==> src/rtl/fifo_pkg.sv <==
// fifo_pkg: shared width helpers, default parameter values and the
// status-flag bundle used by fifo_param and fifo_param_ctrl.
package fifo_pkg;

  localparam int DEF_WIDTH    = 8;
  localparam int DEF_DEPTH    = 16;
  localparam int DEF_AE_LEVEL = 2;

  // Pointer width: enough bits to index every entry (min 1).
  function automatic int ptr_w(input int depth);
    if (depth > 1) begin
      return $clog2(depth);
    end else begin
      return 1;
    end
  endfunction

  // Counter width: one extra bit so the value DEPTH is representable.
  function automatic int cnt_w(input int depth);
    return $clog2(depth) + 1;
  endfunction

  typedef struct packed {
    logic empty;
    logic full;
    logic almost_empty;
    logic almost_full;
    logic overflow;
    logic underflow;
  } fifo_status_t;

endpackage

==> src/rtl/fifo_param_ctrl.sv <==
// fifo_param_ctrl: read/write pointers, occupancy counter, level flags and
// sticky overflow/underflow. Everything here is registered except the
// per-cycle accept strobes wr_en/rd_en that steer the storage array.
module fifo_param_ctrl
  import fifo_pkg::*;
#(
  parameter  int DEPTH    = DEF_DEPTH,
  parameter  int AF_LEVEL = DEF_DEPTH - 2,
  parameter  int AE_LEVEL = DEF_AE_LEVEL,
  localparam int PTR_W    = ptr_w(DEPTH),
  localparam int CNT_W    = cnt_w(DEPTH)
) (
  input  logic             clk,
  input  logic             reset,
  input  logic             read,
  input  logic             write,
  output logic             wr_en,
  output logic             rd_en,
  output logic [PTR_W-1:0] wr_ptr,
  output logic [PTR_W-1:0] rd_ptr,
  output logic [CNT_W-1:0] count,
  output fifo_status_t     status
);

  // With a count of zero almostFull is only set if the threshold is zero.
  localparam logic AF_RST = (AF_LEVEL <= 0) ? 1'b1 : 1'b0;

  logic [PTR_W-1:0] wr_ptr_q, wr_ptr_d;
  logic [PTR_W-1:0] rd_ptr_q, rd_ptr_d;
  logic [CNT_W-1:0] count_q, count_d;
  fifo_status_t     status_q, status_d;

  // Decide which requests are accepted; a read while full frees the slot the write needs.
  always_comb begin
    rd_en = 1'b0;
    wr_en = 1'b0;
    if (read && !status_q.empty) begin
      rd_en = 1'b1;
    end else begin
      rd_en = 1'b0;
    end
    if (write && (!status_q.full || rd_en)) begin
      wr_en = 1'b1;
    end else begin
      wr_en = 1'b0;
    end
  end

  // Next pointers, occupancy, level flags (from next count) and sticky errors.
  always_comb begin
    wr_ptr_d = wr_ptr_q;
    rd_ptr_d = rd_ptr_q;
    count_d  = count_q;
    status_d = status_q;

    if (wr_en) begin
      wr_ptr_d = wr_ptr_q + PTR_W'(1);
    end else begin
      wr_ptr_d = wr_ptr_q;
    end

    if (rd_en) begin
      rd_ptr_d = rd_ptr_q + PTR_W'(1);
    end else begin
      rd_ptr_d = rd_ptr_q;
    end

    case ({wr_en, rd_en})
      2'b10:   count_d = count_q + CNT_W'(1);
      2'b01:   count_d = count_q - CNT_W'(1);
      default: count_d = count_q;
    endcase

    status_d.empty        = (count_d == {CNT_W{1'b0}});
    status_d.full         = (count_d == CNT_W'(DEPTH));
    status_d.almost_empty = (count_d <= CNT_W'(AE_LEVEL));
    status_d.almost_full  = (count_d >= CNT_W'(AF_LEVEL));
    status_d.overflow     = status_q.overflow  | (write & ~wr_en);
    status_d.underflow    = status_q.underflow | (read  & ~rd_en);
  end

  // State registers with synchronous reset to the empty, error-free state.
  always_ff @(posedge clk) begin
    if (reset) begin
      wr_ptr_q               <= {PTR_W{1'b0}};
      rd_ptr_q               <= {PTR_W{1'b0}};
      count_q                <= {CNT_W{1'b0}};
      status_q.empty         <= 1'b1;
      status_q.full          <= 1'b0;
      status_q.almost_empty  <= 1'b1;
      status_q.almost_full   <= AF_RST;
      status_q.overflow      <= 1'b0;
      status_q.underflow     <= 1'b0;
    end else begin
      wr_ptr_q <= wr_ptr_d;
      rd_ptr_q <= rd_ptr_d;
      count_q  <= count_d;
      status_q <= status_d;
    end
  end

  assign wr_ptr = wr_ptr_q;
  assign rd_ptr = rd_ptr_q;
  assign count  = count_q;
  assign status = status_q;

endmodule

==> src/rtl/fifo_param.sv <==
// fifo_param: parametrised synchronous FIFO with register-array storage.
// Build option FIFO_FWFT_EN selects first-word-fall-through output
// (head word shown combinationally, 0 when empty); without it outputBus is
// a register loaded on each accepted read (1-cycle latency).
module fifo_param
  import fifo_pkg::*;
#(
  parameter  int WIDTH    = DEF_WIDTH,
  parameter  int DEPTH    = DEF_DEPTH,
  parameter  int AF_LEVEL = DEPTH - 2,
  parameter  int AE_LEVEL = DEF_AE_LEVEL,
  localparam int PTR_W    = ptr_w(DEPTH),
  localparam int CNT_W    = cnt_w(DEPTH)
) (
  input  logic             clk,
  input  logic             reset,
  input  logic             read,
  input  logic             write,
  input  logic [WIDTH-1:0] inputBus,
  output logic [WIDTH-1:0] outputBus,
  output logic             empty,
  output logic             full,
  output logic             almostEmpty,
  output logic             almostFull,
  output logic [CNT_W-1:0] count,
  output logic             overflow,
  output logic             underflow
);

  logic             wr_en_s;
  logic             rd_en_s;
  logic [PTR_W-1:0] wr_ptr_s;
  logic [PTR_W-1:0] rd_ptr_s;
  fifo_status_t     status_s;

  logic [WIDTH-1:0] mem_q [DEPTH];

  fifo_param_ctrl #(
    .DEPTH    (DEPTH),
    .AF_LEVEL (AF_LEVEL),
    .AE_LEVEL (AE_LEVEL)
  ) u_ctrl (
    .clk    (clk),
    .reset  (reset),
    .read   (read),
    .write  (write),
    .wr_en  (wr_en_s),
    .rd_en  (rd_en_s),
    .wr_ptr (wr_ptr_s),
    .rd_ptr (rd_ptr_s),
    .count  (count),
    .status (status_s)
  );

  // Storage array: written on accepted pushes; contents survive reset.
  always_ff @(posedge clk) begin
    if (wr_en_s) begin
      mem_q[wr_ptr_s] <= inputBus;
    end
  end

`ifdef FIFO_FWFT_EN
  // Fall-through output: head of queue while non-empty, zero otherwise.
  always_comb begin
    outputBus = {WIDTH{1'b0}};
    if (status_s.empty) begin
      outputBus = {WIDTH{1'b0}};
    end else begin
      outputBus = mem_q[rd_ptr_s];
    end
  end
`else
  logic [WIDTH-1:0] out_q, out_d;

  // Output register next value: load the head word on an accepted read, else hold.
  always_comb begin
    out_d = out_q;
    if (rd_en_s) begin
      out_d = mem_q[rd_ptr_s];
    end else begin
      out_d = out_q;
    end
  end

  // Output register with synchronous clear.
  always_ff @(posedge clk) begin
    if (reset) begin
      out_q <= {WIDTH{1'b0}};
    end else begin
      out_q <= out_d;
    end
  end

  assign outputBus = out_q;
`endif

  assign empty       = status_s.empty;
  assign full        = status_s.full;
  assign almostEmpty = status_s.almost_empty;
  assign almostFull  = status_s.almost_full;
  assign overflow    = status_s.overflow;
  assign underflow   = status_s.underflow;

endmodule

==> config.mk <==
export PLATFORM = sky130hd
export DESIGN_NAME = fifo_param
export DESIGN_NICKNAME = d
export VERILOG_FILES = /design/src/rtl/fifo_pkg.sv /design/src/rtl/fifo_param_ctrl.sv /design/src/rtl/fifo_param.sv
export SDC_FILE = /design/constraint.sdc
export NUM_CORES = 1
export LEC_CHECK = 0
export CAP_MARGIN = 20
export CELL_PAD_IN_SITES_DETAIL_PLACEMENT = 2
export CELL_PAD_IN_SITES_GLOBAL_PLACEMENT = 2
export CORE_MARGIN = 5
export CORE_UTILIZATION = 30
export CTS_CLUSTER_DIAMETER = 50
export CTS_CLUSTER_SIZE = 16
export DETAILED_ROUTE_END_ITERATION = 7
export HOLD_SLACK_MARGIN = 0.06
export PLACE_DENSITY_LB_ADDON = 0.1
export SLEW_MARGIN = 20
export SYNTH_ARGS = -nofsm -noshare
export SYNTH_HDL_FRONTEND = slang
export SYNTH_SLANG_ARGS = --single-unit
==> constraint.sdc <==
create_clock -name clk -period 7.1 [get_ports clk]
set_input_delay 1.065 -clock clk [delete_from_list [all_inputs] [get_ports clk]]
set_output_delay 1.065 -clock clk [all_outputs]
set_load 0.05 [all_outputs]
==> results.yml, run 1 <==
run_status:
  status: "complete, no violations"
worst_hold_path:
  hp-class: "reg2reg"
layout:
  finalInstanceArea_sq_um: 7360
  area_growth_pct: 18.3
  layout_common_cells: "128 x edfxtp_1, 39 x nor2_1, 30 x clkdlybuf4s50_1"
  final_common_cell: "edfxtp_1"
  diodes: 0
  layout-drive-gt1-share_pct: 13.4
  fin_nets: 404
global_route:
  grt_pass1_wl_mm: 22.7
  grt_start_max_net_pins: 36
  groute.usage.overall_pct: 13.1
  grt_overflow: 0
  grt_pass1_vias: 3630
  antenna_found_initial: 0
power:
  p_int_mw: 1.73
  cellLeakagePower_nw: 2.42
  switching_share_pct: 27.1
  combPwrFrac_pct: 15.4
  switching_power_uw: 642
  vdd_drop_max_mv: 0.172
  powerDensity_nw_per_um2: 322
  seq_power_share_pct: 44.3
  power_frac_clock_pct: 40.3
synth:
  synth_top_area_cell: "edfxtp_1"
  ys_seq_elements: 155
  yosysSeqAreaShare_pct: 70.5
  syn-cell-area_sq_um: 6220
  synth_edf_count: 128
  ys_warn_count: 0
  async_flop_share_pct: 0
  syn_inst: 354
  dominantRegCellSynth: "edfxtp_1"
  synth_top_cell_area_share_pct: 61.8
  yosys.cell_types.count: 44
  synth_area_per_cell_sq_um: 17.6
  synth_nets: 374
  ys_top_cells_by_area: "edfxtp_1 62%, dfxtp_1 8.7%, mux4_1 8.4%"
route:
  wire_per_inst_microns: 22.5
  detail_route.iter0.violations: 160
  firstDrtPassIters: 4
  wl_mm: 15.0
  drc: 0
  antenna_left: 0
  viasPerCell: 4.86
  num_vias: 3237
clock_network:
  cts_made_buffers: 17
  cts_tree: "built"
  clock_latency_ns: 0.43
  clock-root-buffer: "clkbuf_16"
  ctsResizeCount: 0
  postCtsHoldBufs: 0
  clock-sinks: 155
  cts_setup_buffers: 0
  cts_max_path_buffers: 2
  path_clk_slew_ns: 0.06
  htree_levels: 4
timing:
  timing.final.ws_setup_ns: 2.74
  rsz0062_at_grt: "no"
  max_slew_margin_pct: 30.0
  tns_ns: 0
  slew_violations: 0
  fin_crit_sh_pct: 61.5
  max_freq_mhz: 229
  finalHoldViolations: 0
  min_period_ns: 4.36
  worst_pin_slew_ns: 1.04
  setup_violations: 0
  fin_skew_ns: 0.0123
die:
  die_area_sq_um: 23700
  row_count: 52
  num_io_pins: 31
  die_h_microns: 154
  initial_utilization_pct: 30.6
  core_area_sq_um: 20300
  chipWidth_microns: 154
setup_path:
  crit_arrival_ns: 4.73
  path_max_fanout: 20
  required_ns: 7.46
  crit_type: "in2reg"
  cp-end-kind: "flip-flop"
  start_kind: "input port"
placed_design:
  place_ws_ns: 2.28
  io_buffers: 30
  dpl_cell_area_sq_um: 6750
  hpwl_mm: 9.42
  gp_congestion: 0.679
flow_run:
  drv_cap: 0
cell usage after synthesis, types with 5 or more instances:
master	number
buf_2	5
mux4_1	20
ha_1	8
a21oi_1	20
nand2_1	10
edfxtp_1	128
dfxtp_1	27
mux4_2	12
a22oi_1	16
nor2_1	40
xor2_1	8
critical path, stage by stage:
cell,delay (ns)
clkdlybuf4s50_1,0.49
nand2b_1,0.48
a21boi_2,0.59
inv_1,0.12
ha_1,0.30
xor2_1,0.21
ha_1,0.22
or3b_1,0.38
a32oi_1,0.23
xor2_1,0.27
and2_1,0.20
a41o_1,0.16
sequential cells by signal (all words and copies together), names as in the netlist:
signal / count
mem_q: 128
outputBus: 8
u_ctrl.status: 6
u_ctrl.count: 5
u_ctrl.rd_ptr: 4
u_ctrl.wr_ptr: 4
logic make-up (layout without fill, tap and decap cells):
logic type                 count (synthesis)  in the layout  share of synthesized area [%]
buffers and inverters                     25             67                           2.61
AOI/OAI and AO/OA                         48             48                           5.13
adders and majority gates                  8              8                           1.61
xor gates and xnor gates                  12             12                           1.69
and+or+nand+nor                           72             72                           5.35
muxes                                     34             34                           13.1
DFF                                      155            155                           70.5
power groups by stage:
stage | Combinational, mW | Clock (mW) | Sequential [mW]
floorplan | 0.208 | 0 | 1.12
global placement | 0.367 | 0 | 1.07
finish | 0.364 | 0.955 | 1.05
global route | 0.392 | 1.02 | 1.05
CTS | 0.373 | 0.978 | 1.05
detailed placement | 0.373 | 0 | 1.07
layer usage:
metal	global-route usage [%]	share of wire [%]	up-vias
li1	-	-	1457
met1	16.9	46	1723
met2	21.5	50	45
met3	3.65	2.9	12
met4	3.95	1.2	0
met5	0	0	-
final cells by class:
class | count | area [sq um]
well taps | 270 | 338
multi-input cells | 174 | 1700
repair buffers | 32 | 315
flip-flops and latches | 155 | 4390
clock buffers | 17 | 425
clock inverters | 14 | 183
fillers | 2031 | 12900
inverters | 4 | 15.0
stage by stage:
step | power [mW] | cells | util (%) | hold slack (ns)
after detailed placement | 1.44 | 635 | 33.2 | 0.462
final | 2.37 | 666 | 36.2 | 0.468
after global routing | 2.47 | 666 | 36.2 | 0.515
after CTS | 2.40 | 666 | 36.2 | 0.476
after floorplan | 1.33 | 354 | - | 0.529
after global placement | 1.44 | 635 | 33.2 | 0.456
path summary, 6_finish.rpt:
path              slack [ns]                         from  cells after the start                     endpoint
setup / recovery        2.74                         read                     12  u_ctrl.status[3]$_SDFF_PP1_
hold / removal          0.47  u_ctrl.status[0]$_SDFF_PP0_                      2  u_ctrl.status[0]$_SDFF_PP0_
setup reg to reg        3.44  u_ctrl.status[5]$_SDFF_PP1_                     11  u_ctrl.status[3]$_SDFF_PP1_
hold reg to reg         0.47  u_ctrl.status[0]$_SDFF_PP0_                      2  u_ctrl.status[0]$_SDFF_PP0_
Power figures use the tool's default switching activity.
==> run 2, diff against run 1 <==
- clock period: 7.1 -> 3.8 ns (I/O delays scaled with it)
==> run 2 against run 1 <==
Compared with the run above:
- clock skew increased by 0.0020 ns
- global-route usage up 0.18 points
- sequential share of layout area decreased by 0.26 points
- clock-buffer cell count rose by 2
- first-iteration DRC count up 16%
- non-clock buffer count increased by 18
- combinational power grew 90%
- setup slack worse by 1.9 ns
- worst hold slack improved by 0.0075 ns
- critical path depth shrank 1
==> results.yml, run 2 (synthesis results as in run 1) <==
power:
  p_int_mw: 3.02
  combPwrFrac_pct: 16.4
  switching_power_mw: 1.17
  switching_share_pct: 27.9
  vdd_drop_max_mv: 0.275
  powerDensity_nw_per_um2: 568
  seq_power_share_pct: 46.7
  cellLeakagePower_nw: 2.46
  power_frac_clock_pct: 36.8
placed_design:
  gp_congestion: 0.701
  placed_cells_incl_taps: 653
  hpwl_mm: 9.53
  io_buffers: 30
  dpl_cell_area_sq_um: 6860
clock_network:
  clock-root-buffer: "clkbuf_16"
  clock_latency_ns: 0.43
  ctsResizeCount: 0
  path_clk_slew_ns: 0.06
  cts_tree: "built"
  cts_max_path_buffers: 2
  postCtsHoldBufs: 0
  htree_levels: 4
  clock-sinks: 155
  cts_made_buffers: 17
  cts_setup_buffers: 0
global_route:
  grt_pass1_vias: 3749
  grt_pass1_wl_mm: 23.3
  grt_start_max_net_pins: 36
  antenna_found_initial: 0
  groute.usage.overall_pct: 13.3
  grt_overflow: 0
timing:
  slew_violations: 0
  fin_skew_ns: 0.0143
  rsz0062_at_grt: "no"
  max_slew_margin_pct: 42.5
  finalHoldViolations: 0
  max_freq_mhz: 342
  min_period_ns: 2.92
  fin_crit_sh_pct: 77.0
  setup_violations: 0
  tns_ns: 0
  worst_pin_slew_ns: 0.860
die:
  num_io_pins: 31
  row_count: 52
  core_area_sq_um: 20300
  chipWidth_microns: 154
  die_h_microns: 154
  initial_utilization_pct: 30.6
  die_area_sq_um: 23700
route:
  antenna_left: 0
  num_vias: 3302
  detail_route.iter0.violations: 186
  wl_mm: 14.8
  firstDrtPassIters: 4
  wire_per_inst_microns: 21.6
  drc: 0
  viasPerCell: 4.82
setup_path:
  required_ns: 4.17
  r2r_slack_ns: 1.06
  r2r_cells: 10
  r2r_end: "u_ctrl.status[3]$_SDFF_PP1_"
  path_max_fanout: 8
  critPathLaunch: "read"
  crit_type: "in2reg"
  start_kind: "input port"
  reg2reg_from: "u_ctrl.status[5]$_SDFF_PP1_"
  crit_arrival_ns: 3.29
  cp-end-kind: "flip-flop"
layout:
  stdcell_count: 685
  layout_common_cells: "128 x edfxtp_1, 40 x nor2_1, 30 x clkdlybuf4s50_1"
  area_growth_pct: 18.8
  finalInstanceArea_sq_um: 7390
  diodes: 0
  final_common_cell: "edfxtp_1"
  regMostFlops: "mem_q"
  largest_reg_flops: 128
  fin_nets: 422
  layout-drive-gt1-share_pct: 15.4
worst_hold_path:
  hp-start: "u_ctrl.status[1]$_SDFF_PP0_"
  min_path_cells: 2
  hp-class: "reg2reg"
  hold_end: "u_ctrl.status[1]$_SDFF_PP0_"
run_status:
  status: "complete, no violations"
flow_run:
  drv_cap: 0
run 2: area by class of cell:
type	count	area, sq um
Clock inverter	13	95.1
Clock buffer	19	433
Tap cell	270	338
Fill cell	2028	12900
Multi-Input combinational cell	174	1670
Inverter	4	15.0
Timing Repair Buffer	50	450
Sequential cell	155	4390
run 2: worst max path at each step:
stage	slack, ns	cells past startpoint	to
after floorplan	0.82	12	u_ctrl.status[3]$_SDFF_PP1_
after global placement	0.53	12	u_ctrl.status[3]$_SDFF_PP1_
after detailed placement	0.42	11	u_ctrl.status[3]$_SDFF_PP1_
after CTS	0.87	11	u_ctrl.status[3]$_SDFF_PP1_
after global routing	0.61	12	u_ctrl.status[3]$_SDFF_PP1_
final	0.88	11	u_ctrl.status[3]$_SDFF_PP1_
run 2: power groups by stage:
stage	clock network, mW	logic [mW]	registers, mW
after detailed placement	0	0.708	2.00
after global placement	0	0.695	1.99
final	1.54	0.690	1.96
after floorplan	0	0.389	2.10
after CTS	1.60	0.710	1.96
after global routing	1.68	0.755	1.97
run 2: routing by layer:
| metal | global-route usage (%) | routed length, microns | vias up |
|---|---|---|---|
| met3 | 3.51 | 448 | 16 |
| li1 | - | - | 1501 |
| met5 | 0 | 0 | - |
| met1 | 17.4 | 6870 | 1739 |
| met2 | 21.4 | 7240 | 46 |
| met4 | 4.54 | 242 | 0 |
run 2: through the flow:
step / hold slack [ns] / power (mW) / setup slack, ns / util, %
after global placement: 0.454 / 2.69 / 0.526 / 33.8
after CTS: 0.489 / 4.27 / 0.867 / 36.4
final: 0.476 / 4.19 / 0.876 / 36.4
after floorplan: 0.529 / 2.49 / 0.820 / -
after detailed placement: 0.471 / 2.71 / 0.415 / 33.8
after global routing: 0.521 / 4.41 / 0.615 / 36.4
run 2: worst max-delay path: stages:
cell	delay (ns)
clkdlybuf4s50_1	0.48
nand2b_1	0.11
inv_1	0.20
ha_1	0.33
xor2_1	0.18
ha_1	0.20
or3b_1	0.35
a32oi_1	0.25
xor2_1	0.25
and2_1	0.19
a41o_1	0.17
==> run 3, diff against run 2 <==
- clock period: 3.8 -> 2.75 ns (I/O delays scaled with it)
==> run 3 against run 2 <==
Compared with the run above:
- non-clock buffer count rose by 12
- worst hold slack got worse by 0.14 ns
- clock-buffer cell count fell by 2
- register-to-register slack got worse by 0.91 ns
- routed wire length fell by 1.1%
- setup slack got worse by 0.73 ns
- cell count rose by 1.8%
- die area did not move
- sequential cell count did not move
- critical path type unchanged
- critical endpoint unchanged
==> results.yml, run 3 (synthesis results as in run 1) <==
power:
  combPwrFrac_pct: 17.0
  p_int_mw: 4.28
  cellLeakagePower_nw: 2.56
  powerDensity_nw_per_um2: 794
  switching_power_mw: 1.72
  power_frac_clock_pct: 37.8
  switching_share_pct: 28.7
  vdd_drop_max_mv: 0.367
  seq_power_share_pct: 45.2
clock_network:
  cts_tree: "built"
  ctsResizeCount: 0
  cts_max_path_buffers: 2
  postCtsHoldBufs: 0
  htree_levels: 4
  path_clk_slew_ns: 0.07
  cts_setup_buffers: 0
  clock_latency_ns: 0.43
  clock-root-buffer: "clkbuf_16"
  cts_made_buffers: 17
  clock-sinks: 155
die:
  row_count: 52
  die_area_sq_um: 23700
  num_io_pins: 31
  initial_utilization_pct: 30.6
  core_area_sq_um: 20300
  die_h_microns: 154
  chipWidth_microns: 154
global_route:
  grt_overflow: 0
  antenna_found_initial: 0
  groute.usage.overall_pct: 12.8
  grt_start_max_net_pins: 36
  grt_pass1_vias: 3716
  grt_pass1_wl_mm: 22.4
timing:
  worst_pin_slew_ns: 0.637
  finalHoldViolations: 0
  setup_violations: 0
  min_period_ns: 2.60
  max_slew_margin_pct: 57.4
  slew_violations: 0
  max_freq_mhz: 384
  fin_crit_sh_pct: 94.6
  fin_skew_ns: 0.00923
  timing.final.ws_setup_ns: 0.148
  holdWs_ns: 0.333
route:
  viasPerCell: 4.75
  num_vias: 3311
  drc: 0
  firstDrtPassIters: 4
  wire_per_inst_microns: 21.0
  wl_mm: 14.6
  antenna_left: 0
  detail_route.iter0.violations: 168
layout:
  finalInstanceArea_sq_um: 7570
  fin_nets: 434
  layout_common_cells: "128 x edfxtp_1, 40 x nor2_1, 31 x buf_4"
  final_common_cell: "edfxtp_1"
  area_growth_pct: 21.7
  diodes: 0
  utilization_pct: 37.3
  regMostFlops: "mem_q"
  layout-drive-gt1-share_pct: 19.9
  largest_reg_flops: 128
setup_path:
  crit_arrival_ns: 2.97
  r2r_slack_ns: 0.15
  start_kind: "input port"
  cp-end-kind: "flip-flop"
  crit_type: "in2reg"
  required_ns: 3.12
  path_max_fanout: 3
placed_design:
  dpl_cell_area_sq_um: 6980
  hpwl_mm: 9.63
  gp_congestion: 0.667
  io_buffers: 30
  place_ws_ns: -0.301
flow_run:
  drv_cap: 0
worst_hold_path:
  hp-class: "in2reg"
run_status:
  status: "complete, no violations"
==> run 3: cell types whose count changed in the layout (fill, tap and decap cells not counted), sizes merged <==
| cell | change |
|---|---|
| buf | +12 |
| inv | +8 |
| clkinv | -7 |
| clkbuf | -2 |
| clkdlybuf4s50 | -1 |
| clkinvlp | +1 |
| dlymetal6s2s | +1 |
==> run 3: area by class of cell <==
class                   count  area (sq um)
fillers                  2040         12700
flip-flops and latches    155          4390
multi-input cells         174          1700
repair buffers             62           556
clock buffers              17           425
well taps                 270           338
clock inverters            15           146
inverters                   4          15.0
==> run 3: routing by layer <==
| layer | vias to the layer above | GRT usage (%) | wire length, microns |
|---|---|---|---|
| li1 | 1520 | - | - |
| met1 | 1740 | 16.4 | 6840 |
| met2 | 35 | 21.0 | 7160 |
| met3 | 16 | 3.49 | 378 |
| met4 | 0 | 4.33 | 245 |
| met5 | - | 0 | 0 |
==> run 3: worst max-delay path: stages <==
cell	delay, ns
clkdlybuf4s50_1	0.48
a21boi_4	0.19
inv_1	0.07
ha_1	0.20
xor2_1	0.16
ha_2	0.19
or3b_1	0.39
a32oi_2	0.25
xor2_1	0.26
and2_1	0.19
a41o_1	0.17
==> run 3: power by group through the flow <==
stage / sequential [mW] / clock (mW) / combinational, mW
floorplan: 2.91 / 0 / 0.544
global placement: 2.76 / 0 / 1.02
detailed placement: 2.77 / 0 / 1.04
CTS: 2.72 / 2.35 / 1.04
global route: 2.73 / 2.47 / 1.10
finish: 2.71 / 2.27 / 1.02
==> run 3: final timing paths <==
kind                          startpoint                          end  depth (start not counted)
min                                 read  u_ctrl.status[0]$_SDFF_PP0_                          3
max reg2reg  u_ctrl.status[5]$_SDFF_PP1_  u_ctrl.status[3]$_SDFF_PP1_                         11
min reg2reg  u_ctrl.status[0]$_SDFF_PP0_  u_ctrl.status[0]$_SDFF_PP0_                          2
max                                write  u_ctrl.status[3]$_SDFF_PP1_                         11
==> run 3: stage by stage <==
step / cells / total power [mW] / setup TNS, ns
finish: 697 / 6.01 / 0
global route: 697 / 6.30 / -0.0180
CTS: 697 / 6.10 / 0
detailed placement: 665 / 3.81 / -1.41
global placement: 665 / 3.79 / -0.979
floorplan: 354 / 3.45 / 0
